## src/rtl/hazard_scoreboard.sv

```systemverilog
// Per-register latency scoreboard beside ID: stalls PC and IF/ID until sources and WAW destinations are forwardable.
// Optional HAZARD_STALL_CNT_EN adds a saturating stall-cycle counter output.
module hazard_scoreboard #(
   parameter int unsigned NREG  = 32,
   parameter int unsigned RAW   = $clog2(NREG),
   parameter int unsigned LAT_W = 3
) (
   input  logic             clk,
   input  logic             rst,
   input  logic             id_valid,
   input  logic [RAW-1:0]   id_rs1,
   input  logic [RAW-1:0]   id_rs2,
   input  logic             id_rs1_used,
   input  logic             id_rs2_used,
   input  logic [RAW-1:0]   id_rd,
   input  logic             id_we,
   input  logic [LAT_W-1:0] id_lat,
   input  logic             id_flush,
   output logic             stall,
   output logic             pc_write,
   output logic             if_id_write,
   output logic [NREG-1:0]  busy_mask
`ifdef HAZARD_STALL_CNT_EN
   ,
   output logic [31:0]      stall_cycles
`endif
);

   logic [LAT_W-1:0] cnt [NREG];
   logic             rs1_haz;
   logic             rs2_haz;
   logic             waw_haz;
   logic             issue;

   // Hazard detection from registered counters and the current ID instruction
   always_comb begin
      rs1_haz = id_rs1_used && (id_rs1 != '0) && (cnt[id_rs1] != '0);
      rs2_haz = id_rs2_used && (id_rs2 != '0) && (cnt[id_rs2] != '0);
      waw_haz = id_we && (id_rd != '0) && (id_lat != '0) && (cnt[id_rd] > id_lat);
      stall   = id_valid && !id_flush && (rs1_haz || rs2_haz || waw_haz);
      issue   = id_valid && !id_flush && !stall;
   end

   assign pc_write    = ~stall;
   assign if_id_write = ~stall;

   // Countdown per register; an issuing write reloads and takes priority over the decrement
   always_ff @(posedge clk) begin
      for (int unsigned r = 0; r < NREG; r++) begin
         if (rst || r == 0) begin
            cnt[r] <= '0;
         end else if (issue && id_we && (id_rd == RAW'(r)) && (id_lat != '0)) begin
            cnt[r] <= id_lat;
         end else if (cnt[r] != '0) begin
            cnt[r] <= cnt[r] - LAT_W'(1);
         end
      end
   end

   always_comb begin
      busy_mask = '0;
      for (int unsigned r = 1; r < NREG; r++) begin
         busy_mask[r] = (cnt[r] != '0);
      end
   end

`ifdef HAZARD_STALL_CNT_EN
   // Saturating count of cycles spent stalled
   always_ff @(posedge clk) begin
      if (rst) begin
         stall_cycles <= '0;
      end else if (stall && (stall_cycles != '1)) begin
         stall_cycles <= stall_cycles + 32'd1;
      end
   end
`endif

endmodule

```

## config.mk

```make
export PLATFORM = sky130hd
export DESIGN_NAME = hazard_scoreboard
export DESIGN_NICKNAME = d
export VERILOG_FILES = /design/src/rtl/hazard_scoreboard.sv
export SDC_FILE = /design/constraint.sdc
export NUM_CORES = 1
export LEC_CHECK = 0
export CORE_ASPECT_RATIO = 1.1
export CORE_UTILIZATION = 35
export DETAILED_ROUTE_END_ITERATION = 12
export PLACE_DENSITY = 0.57
export SLEW_MARGIN = 25
export SYNTH_ARGS = -nofsm -noshare
export SYNTH_HDL_FRONTEND = slang
export SYNTH_SLANG_ARGS = --single-unit
export TNS_END_PERCENT = 100
```

## constraint.sdc

```tcl
create_clock -name clk -period 7 [get_ports clk]
set_input_delay 1.4 -clock clk [delete_from_list [all_inputs] [get_ports clk]]
set_output_delay 1.4 -clock clk [all_outputs]
set_load 0.03 [all_outputs]
```

==> results.md <==
* Status: finished, violations left
* Violated checks: DRC
* Most common library cells after synthesis: inv_1, mux2i_1, edfxtp_1, nand3_1, ha_1
* Post-synth top area share at 0.321
* DR WL/cell at 21.0 um
* Gr usage total at 0.212
* Met3 routed WL at 1.52 mm
* Critical path cell sequence: clkdlybuf4s50_1 > buf_4 > nand2b_1 > nor2_1 > a22oi_1 > o21ai_0 > a211oi_1 > a21oi_1 > ha_1 > a21o_1 > a21oi_1 > nor3_1 > nor3_2 > a21o_1 > inv_1 > clkdlybuf4s50_1
* Final Max Slew Viols at 0
* Global-route wire length before repair at 41.9 mm
* Switch share at 0.443
* Combinational cell fraction of total power at 0.544
* Vias at 7426
* Critical-path top delay cell: clkdlybuf4s50_1
* CP arrival at 5.25 ns
* Most common cell in the netlist: inv_1
* Final hold violation count at 0
* Starting density of the core at 0.356
* Routed Antenna Nets at 0
* Largest regs: cnt (93)
* GPL Wtd Cong at 0.884
* Hold Buf Count CTS at 0
* Max FFs per register at 93
* Setup Total Neg Slack at 0 ns
* P_sw at 0.00173 W
* Mapped Cells at 927
* Clk slew on worst S/H paths at 0.07 ns
* Distinct cells, synth at 58
* Clock share of power at 0.126
* CP Launch Type: primary input
* Part of the power in registers at 0.330
* DIE WIDTH at 152 um
* Vias in the first global route at 7315
* Fin cells at 1267
* Maximum clock path buffer count at 2
* I/O pin count at 60
* CP Capture Type: primary output
* Initial drt markers at 807
* Initial antenna violation count at 1
* Crit path buffers/inverters at 4
* Fillers at 2433
* Top reg by flops: cnt
* Period minus WS final at 6.65 ns
* Max layer used: met4
* Internal at 0.00217 W
* Post-synthesis sequential area ratio at 0.321
* Main flop type after synthesis: edfxtp_1
* Placement Setup Slack at 0.424 ns
* Cell Pwr Density at 397 nW/um^2
* HP Class: reg -> reg
* Post-CTS setup buffers at 0
* CP Class: in -> out
* CTS root buffer: clkbuf_16
* Syn avg cell area at 9.39 sq um
* TritonCTS Buffers at 9
* Area contributors post-synth: edfxtp_1, mux2i_1, ha_1, mux4_2, nand3_1
* Leak at 4.25 nW
* Drt drc at 3
* Least-Margin Pin Slew at 1.05 ns
* Largest net degree at the start of global routing at 61
* DP HPWL at 19.9 mm
* Core area at 24500 sq um
* Clock latency on the worst-skew pair at 0.35 ns
* Area grow syn2layout at 12.8%
* Post-Syn Nets at 1017
* Rows at 60
* Max-Slew Margin vs Limit at 0.298
* Top cell family by delay on the critical path: buffers and inverters
* VDD IR-drop max at 0.000145 V
* Worst Skew at 0.0102 ns
* FF/Latch Area at 2790 sq um
* Cts repair resizes at 0
* DRT met1 WL at 11.3 mm
* Number of H-tree levels at 3
* RSZ-0062 raised after global routing: false
* Worst EP required at 5.60 ns
* Layout cells sized above 1 at 0.0921
* Area of the multi-input gates at 5250 sq um
* Crit-path max FO at 23
* Total congestion overflow at 0
* Dpl cells at 1251
* Yosys reg bits at 93
* TritonCTS Sinks at 93
* WL met2 at 13.2 mm
* Crit-path max cell delay at 0.66 ns
* Port Buffers at 58
* Post-Syn Area at 8710 sq um
* Final wirelength at 26.7 mm
* Ys Warns at 0
* Final setup violation count at 0
* Peak Freq at 0.150 GHz
* Synth async-reset ratio at 0
* Crit path setup slack, layout at 0.347 ns
* Leading area contributor after synthesis: edfxtp_1
* DIE AREA at 25500 sq um
* First drt pass iteration count at 9
* Nets@finish at 1042
* Via density at 5.86
* Max Cap Viol at 0
* Period utilization at 0.950
* Die height at 167 um
* EDFF count, synth at 93
* CTS tree: yes
## layer usage
layer | vias up | GRT usage
li1 | 3490 | -
met1 | 3603 | 0.266
met2 | 292 | 0.371
met3 | 41 | 0.0323
met4 | 0 | 0.0697
met5 | - | 0
## power by group through the flow
stage / Combinational (W) / Clock, W / Sequential (W)
floorplan: 0.00155 / 0 / 0.00114
global placement: 0.00208 / 0 / 0.00130
detailed placement: 0.00210 / 0 / 0.00129
CTS: 0.00212 / 0.000501 / 0.00128
global route: 0.00236 / 0.000521 / 0.00131
finish: 0.00212 / 0.000493 / 0.00129
## kinds of logic after synthesis
family                   Yosys count  synth area share
AO/OA/AOI/OAI                    117            0.0953
adder cells (fa/ha/maj)           65            0.0934
buffers and inverters            170            0.0779
flip-flops                        93             0.321
multiplexers                     139             0.201
other                              1          0.000431
AND/OR/NAND/NOR                  342             0.211
## cell usage in the layout (no fill, tap or decap), types with 9 or more instances in the layout
master / synthesis / routed
inv_1: 104 / 104
mux2i_1: 101 / 101
edfxtp_1: 93 / 93
nand3_1: 81 / 81
ha_1: 65 / 65
clkdlybuf4s50_1: 0 / 54
nor2_1: 53 / 53
nor3_1: 41 / 40
nor2b_1: 35 / 35
or3_1: 34 / 34
mux4_2: 28 / 28
nand2_1: 28 / 26
a21oi_1: 26 / 26
nand4_1: 22 / 22
buf_4: 5 / 21
o21ai_0: 14 / 14
nor4_1: 12 / 12
mux2_2: 10 / 10
a31oi_1: 10 / 10
a41o_1: 9 / 9
a21boi_0: 9 / 9
clkbuf_16: 0 / 9
## final cells by class
| class | count | share of cell area |
|---|---|---|
| Antenna cell | 1 | 0.000255 |
| Multi-Input combinational cell | 664 | 0.534 |
| Timing Repair Buffer | 77 | 0.0721 |
| Sequential cell | 93 | 0.284 |
| Tap cell | 310 | 0.0395 |
| Clock buffer | 11 | 0.0237 |
| Inverter | 107 | 0.0409 |
| Clock inverter | 4 | 0.00510 |
## worst register-to-register path: cells and delay by family, from the launching register on
kind / cells / cell delay [ns]
AO/OA/AOI/OAI: 3 / 0.38
adder cells (fa/ha/maj): 1 / 0.32
buffers and inverters: 3 / 0.65
flip-flops: 1 / 0.48
multiplexers: 2 / 1.00
AND/OR/NAND/NOR: 4 / 0.96
## metrics by stage
stage                     hold slack (ns)   util  cell area [sq um]  total power (W)
after global placement              0.720  0.390               9540          0.00338
after floorplan                     0.669      -               8710          0.00269
after detailed placement            0.724  0.390               9540          0.00339
after CTS                           0.739  0.401               9820          0.00391
after global routing                0.811  0.401               9820          0.00419
final                               0.753  0.401               9820          0.00390
## path summary, 6_finish.rpt
check | slack [ns] | depth (start not counted) | from | end
max | 0.35 | 16 | id_rd[1] | stall
min | 0.75 | 2 | cnt[3][2] | cnt[3][2]
max reg2reg | 2.92 | 13 | cnt[20][1] | cnt[14][1]
min reg2reg | 0.75 | 2 | cnt[3][2] | cnt[3][2]
Power figures use the tool's default switching activity.
